==> config.mk <==
export PLATFORM = sky130hd
export DESIGN_NAME = mmm_serial_core
export DESIGN_NICKNAME = d
export VERILOG_FILES = /design/src/rtl/mmm_serial_core.sv
export SDC_FILE = /design/constraint.sdc
export NUM_CORES = 1
export LEC_CHECK = 0
export ABC_CLOCK_PERIOD_IN_PS = 3600
export CORE_UTILIZATION = 41
export CTS_CLUSTER_DIAMETER = 120
export DETAILED_ROUTE_END_ITERATION = 8
export PLACE_DENSITY_LB_ADDON = 0.1
export SYNTH_ARGS = -nofsm -noshare
export SYNTH_HDL_FRONTEND = slang
export SYNTH_SLANG_ARGS = --single-unit
==> constraint.sdc <==
create_clock -name clk -period 3.6 [get_ports clk]
set_input_delay 0.36 -clock clk [delete_from_list [all_inputs] [get_ports clk]]
set_output_delay 0.36 -clock clk [all_outputs]
set_load 0.03 [all_outputs]
==> src/rtl/mmm_serial_core.sv <==
// Bit-serial Montgomery multiplier: result = A * B * 2^(-WIDTH) mod M.
// One multiplier bit is consumed per enabled cycle, then a single conditional subtraction is applied.
//
// state     | meaning
// ----------|-----------------------------------------------
// S_IDLE    | waiting for start, accumulator cleared
// S_ITER    | WIDTH shift-add-reduce iterations
// S_CORRECT | final conditional subtraction of M
// S_DONE    | result valid, done held high
module mmm_serial_core #(
    parameter int WIDTH = 8
) (
    input  logic             clk,
    input  logic             rstb,
    input  logic             ena,
    input  logic             clear,
    input  logic             start,
    input  logic [WIDTH-1:0] a_in,
    input  logic [WIDTH-1:0] b_in,
    input  logic [WIDTH-1:0] m_in,
    output logic             busy,
    output logic             done,
    output logic [WIDTH-1:0] result
);

    localparam int CW = $clog2(WIDTH) + 1;
    localparam logic [CW-1:0] CNT_LAST = CW'(WIDTH - 1);

    typedef enum logic [1:0] {
        S_IDLE    = 2'd0,
        S_ITER    = 2'd1,
        S_CORRECT = 2'd2,
        S_DONE    = 2'd3
    } state_t;

    state_t           state;
    logic [WIDTH-1:0] a_reg;
    logic [WIDTH-1:0] b_reg;
    logic [WIDTH-1:0] m_reg;
    logic [WIDTH+1:0] acc;
    logic [CW-1:0]    cnt;
    logic [WIDTH-1:0] res_reg;

    logic [WIDTH+1:0] t_add;
    logic [WIDTH+1:0] t_odd;
    logic [WIDTH+1:0] acc_next;
    logic             acc_ge_m;
    logic [WIDTH-1:0] acc_corr;

    // acc stays below 2M, so acc + B + M fits in WIDTH+2 bits.
    always_comb begin
        t_add    = acc + (a_reg[0] ? {2'b00, b_reg} : '0);
        t_odd    = t_add + (t_add[0] ? {2'b00, m_reg} : '0);
        acc_next = t_odd >> 1;
        acc_ge_m = (acc >= {2'b00, m_reg});
        acc_corr = acc_ge_m ? (acc[WIDTH-1:0] - m_reg) : acc[WIDTH-1:0];
    end

    always_ff @(posedge clk) begin
        if (!rstb) begin
            state   <= S_IDLE;
            a_reg   <= '0;
            b_reg   <= '0;
            m_reg   <= '0;
            acc     <= '0;
            cnt     <= '0;
            res_reg <= '0;
            busy    <= 1'b0;
            done    <= 1'b0;
        end else if (ena) begin
            if (clear) begin
                state <= S_IDLE;
                acc   <= '0;
                cnt   <= '0;
                busy  <= 1'b0;
                done  <= 1'b0;
            end else begin
                case (state)
                    S_IDLE, S_DONE: begin
                        if (start) begin
                            a_reg <= a_in;
                            b_reg <= b_in;
                            m_reg <= m_in;
                            acc   <= '0;
                            cnt   <= '0;
                            state <= S_ITER;
                            busy  <= 1'b1;
                            done  <= 1'b0;
                        end
                    end
                    S_ITER: begin
                        acc   <= acc_next;
                        a_reg <= a_reg >> 1;
                        cnt   <= cnt + 1'b1;
                        if (cnt == CNT_LAST) begin
                            state <= S_CORRECT;
                        end
                    end
                    S_CORRECT: begin
                        res_reg <= acc_corr;
                        state   <= S_DONE;
                        busy    <= 1'b0;
                        done    <= 1'b1;
                    end
                    default: begin
                        state <= S_IDLE;
                        busy  <= 1'b0;
                        done  <= 1'b0;
                    end
                endcase
            end
        end
    end

    assign result = res_reg;

endmodule

==> results by group <==
Status
  – Status: completed

Timing
  – Worst-Margin Slew: about 0.7 ns
  – Final Cycle Share: 0.891
  – Max Clock Freq: around 0.31 GHz
  – Endpoints failing hold: 0
  – Pins Over Slew Limit: 0
  – Smallest hold slack: 0.469 ns
  – Number of failing setup endpoints in the final timing report: 0
  – Setup Total Neg Slack: 0 ns
  – Worst-case clock skew: between 0.006 and 0.007 ns
  – Final period demand of the worst path: approximately 3.2 ns
  – RSZ-0062 raised after global routing: no
  – Worst setup margin: 0.392 ns
  – Worst slew margin relative to its limit: 0.524

Critical path
  – Crit path kind: reg2reg
  – Kind of end point of the critical path: register
  – Reg-to-Reg Start: a_reg[0]$_SDFFE_PN0P_
  – Cells along the critical path: nand2_1 > inv_1 > ha_1 > a211oi_1 > nor2_1 > o21ai_0 > nor2b_1 > xnor2_1 > ha_1 > nand3_1 > a21oi_1 > or3_1 > a21oi_1 > xor2_1 > o2bb2ai_1
  – Data arrival, critical path: 3.42 ns
  – Worst endpoint required time: between 3 and 4 ns
  – Critical Path Fanout Max: 9
  – Slowest cell on the critical path: sky130_fd_sc_hd__dfxtp_1
  – Endpoint of the worst register-to-register path: acc[6]$_SDFFE_PN0P_
  – Top Family by Delay on Critical Path: simple AND/OR/NAND/NOR gates
  – Sum of buffers and inverters on the critical path: 1
  – Maximum cell stage delay along the critical path: roughly 0.47 ns
  – Worst R2R Path Depth: 15
  – Reg-to-reg slack, setup: roughly 0.4 ns
  – Category of the worst setup path launch point: register

Pwr
  – Combinational share of power: 0.146
  – Int Power: between 800 and 900 uW
  – Leakage power figure: roughly 0.0016 uW
  – Pwr dens: between 300 and 400 mW/mm^2
  – Portion of total power attributed to sequential cells: 0.482
  – Clock power frac: 0.372
  – Switching power summed over all nets: between 200 and 300 uW
  – Final total power: around 1200 uW
  – Sw Ratio: 0.253
  – Worst VDD drop: between 0.0001 and 0.00015 V

Logic synthesis
  – Largest area contributor in the synthesized netlist: sky130_fd_sc_hd__dfxtp_1
  – Post-synthesis instance area: 0.00327 mm^2
  – Count of cell types in the netlist: 48
  – Avg Inst Size Synth: ~8.3 um^2
  – Proportion of register bits with asynchronous set or reset after synthesis: 0
  – Count of flip-flops with a built-in enable after synthesis: 0
  – Share of synthesized area occupied by flip-flops and latches: 0.300
  – Ys flop type: sky130_fd_sc_hd__dfxtp_1
  – Synth area leaders: sky130_fd_sc_hd__dfxtp_1 (30%), sky130_fd_sc_hd__ha_1 (10%), sky130_fd_sc_hd__nand2_1 (7.0%)
  – Share of Yosys cell area claimed by the top area cell type: 0.300
  – Count of mapped cells out of synthesis: slightly below 400
  – Number of nets produced by synthesis: between 400 and 500
  – Number of synthesis warnings: 0
  – FF+latch count, synth: a little under 50

Hold path
  – Worst Hold Endpoint: b_reg[3]$_SDFFE_PN0P_
  – Cell count of the worst hold path: 2
  – HP Class: reg2reg
  – Hold Startpoint: b_reg[3]$_SDFFE_PN0P_

CTS
  – Worst skew pair latency: 0.31 ns
  – CTS root buf: sky130_fd_sc_hd__clkbuf_8
  – Number of levels in the clock H-tree: 2
  – Clock Sink Count: roughly 50
  – CTS buffer count: 5
  – Clock-pin slew on the worst setup and hold paths: ~0.1 ns
  – CTS tree: done
  – Post CTS Setup Buffer Count: 0
  – Clock Path Buffers: 2

Finish
  – Number of nets in the final layout: between 400 and 500
  – Share of cells above drive strength 1: 0.0487
  – # diodes: 0
  – FF+latch area: approximately 980 um^2
  – Largest register by flop count: acc
  – Final std cells w/o fill: roughly 530
  – Number of fill cells in the layout: 787
  – Largest register FFs: 9
  – P&R area growth vs syn: 18.7%
  – Combined area of the multi-input logic cells: about 0.0022 mm^2

Drt
  – Drt drc: 0
  – Total wirelength of the detailed-routed design: approximately 7200 um
  – Post-detailed-route wirelength per cell: 13.6 um
  – Drt first-iter violations: 91
  – Final ANT Viol Nets: 0
  – Vias/cell: around 5.2
  – Via count of the routed design: 2794
  – Drt pass-1 iters: 4

Floorplanning
  – Initial Utilization: 0.423
  – Core Box Area: ~0.0077 mm^2
  – # IOs: 39
  – Count of standard-cell rows: 32
  – Die ar.: around 0.0083 mm^2
  – Die Height: 91.3 um
  – Floorplan die width: just over 90 um

Placed design
  – Minimum setup slack after placement: 0.366 ns
  – Routability cong.: ~0.9
  – Number of I/O port buffers: 38
  – Inst Count DP: 525
  – Detailed-placement wirelength estimate: 5510 um

Global route
  – Remaining global-route overflow: 0
  – Gr usage total: 0.187
  – Maximum number of pins on one net before global-route repair: 22
  – Number of global-route vias before repair: 2657
  – First-pass GRT wire length: roughly 13000 um
  – Initial antenna violation count: 0

Run
  – Number of max-cap violations: 0
## metal layers
metal / track usage / vias to the layer above / wire length (um)
li1: - / 1458 / -
met4: 0.0542 / 0 / 113
met2: 0.312 / 45 / 3360
met3: 0.0285 / 9 / 211
met5: 0 / - / 0
met1: 0.249 / 1282 / 3550
## power groups by stage
stage / Sequential (uW) / Clock (uW) / Combinational, uW
2_1_floorplan: 577 / 0 / 110
3_3_place_gp: 577 / 0 / 170
3_5_place_dp: 578 / 0 / 171
4_1_cts: 565 / 449 / 172
5_1_grt: 568 / 471 / 190
6_report: 565 / 436 / 171
## layout by cell type, fill, tap and decap left out, types with 6 or more instances in the layout
master	n
sky130_fd_sc_hd__nor2_1	15
sky130_fd_sc_hd__ha_1	27
sky130_fd_sc_hd__nor3_1	6
sky130_fd_sc_hd__a21oi_1	24
sky130_fd_sc_hd__dfxtp_1	49
sky130_fd_sc_hd__a21boi_0	19
sky130_fd_sc_hd__o211a_1	7
sky130_fd_sc_hd__nand2_1	61
sky130_fd_sc_hd__and2_1	17
sky130_fd_sc_hd__nor2b_1	15
sky130_fd_sc_hd__inv_1	18
sky130_fd_sc_hd__o21ai_0	17
sky130_fd_sc_hd__clkbuf_8	6
sky130_fd_sc_hd__o22ai_1	6
sky130_fd_sc_hd__mux2i_1	13
sky130_fd_sc_hd__xnor2_1	12
sky130_fd_sc_hd__clkdlybuf4s50_1	38
sky130_fd_sc_hd__a22oi_1	6
sky130_fd_sc_hd__nand3_1	6
## cell usage after synthesis, types with 6 or more instances
library cell,number
sky130_fd_sc_hd__a21boi_0,19
sky130_fd_sc_hd__a21oi_1,24
sky130_fd_sc_hd__a22oi_1,6
sky130_fd_sc_hd__and2_1,17
sky130_fd_sc_hd__clkbuf_1,9
sky130_fd_sc_hd__dfxtp_1,49
sky130_fd_sc_hd__ha_1,27
sky130_fd_sc_hd__inv_1,18
sky130_fd_sc_hd__mux2i_1,13
sky130_fd_sc_hd__nand2_1,61
sky130_fd_sc_hd__nand3_1,6
sky130_fd_sc_hd__nor2_1,15
sky130_fd_sc_hd__nor2b_1,15
sky130_fd_sc_hd__nor3_1,6
sky130_fd_sc_hd__o211a_1,7
sky130_fd_sc_hd__o21ai_0,17
sky130_fd_sc_hd__o22ai_1,6
sky130_fd_sc_hd__xnor2_1,12
## worst register-to-register path: stages, from the launching register on
cell and delay [ns]:
sky130_fd_sc_hd__dfxtp_1 0.47, sky130_fd_sc_hd__nand2_1 0.14, sky130_fd_sc_hd__inv_1 0.07, sky130_fd_sc_hd__ha_1 0.23
sky130_fd_sc_hd__a211oi_1 0.31, sky130_fd_sc_hd__nor2_1 0.10, sky130_fd_sc_hd__o21ai_0 0.13, sky130_fd_sc_hd__nor2b_1 0.17
sky130_fd_sc_hd__xnor2_1 0.16, sky130_fd_sc_hd__ha_1 0.29, sky130_fd_sc_hd__nand3_1 0.14, sky130_fd_sc_hd__a21oi_1 0.09
sky130_fd_sc_hd__or3_1 0.38, sky130_fd_sc_hd__a21oi_1 0.18, sky130_fd_sc_hd__xor2_1 0.16, sky130_fd_sc_hd__o2bb2ai_1 0.07
## worst max-delay path by stage
| stage | from | end | slack (ns) | depth (start not counted) |
|---|---|---|---|---|
| floorplan | a_reg[0]$_SDFFE_PN0P_ | acc[7]$_SDFFE_PN0P_ | 0.73 | 15 |
| global placement | a_reg[0]$_SDFFE_PN0P_ | acc[7]$_SDFFE_PN0P_ | 0.51 | 15 |
| detailed placement | a_reg[0]$_SDFFE_PN0P_ | acc[7]$_SDFFE_PN0P_ | 0.37 | 15 |
| CTS | a_reg[0]$_SDFFE_PN0P_ | acc[7]$_SDFFE_PN0P_ | 0.35 | 15 |
| global route | a_reg[0]$_SDFFE_PN0P_ | acc[6]$_SDFFE_PN0P_ | 0.05 | 15 |
| finish | a_reg[0]$_SDFFE_PN0P_ | acc[6]$_SDFFE_PN0P_ | 0.39 | 15 |
## through the flow
step	util	cell area [um^2]
global route	0.502	3880
detailed placement	0.485	3750
CTS	0.501	3870
floorplan	-	3270
global placement	0.485	3750
finish	0.502	3880
## layout make-up
cell class	count	area share
tap	102	0.0329
clock inverter	2	0.0107
clock buffer	6	0.0213
inverter	18	0.0174
sequential	49	0.253
multi-input combinational	313	0.557
timing repair buffer	43	0.108
## what timing repair did
| action | in CTS | in global routing |
|---|---|---|
| endpoints found under the setup margin | 0 | 1 |
| gates resized for setup | 0 | 1 |
| hold buffers | 0 | 0 |
## kinds of logic after synthesis
logic type / synth area share
simple gates: 0.215
compound gates: 0.237
flops: 0.300
buf+inv: 0.0406
fa+ha+maj: 0.122
xor+xnor: 0.0456
mux: 0.0398
(Power assumes the default switching activity.)
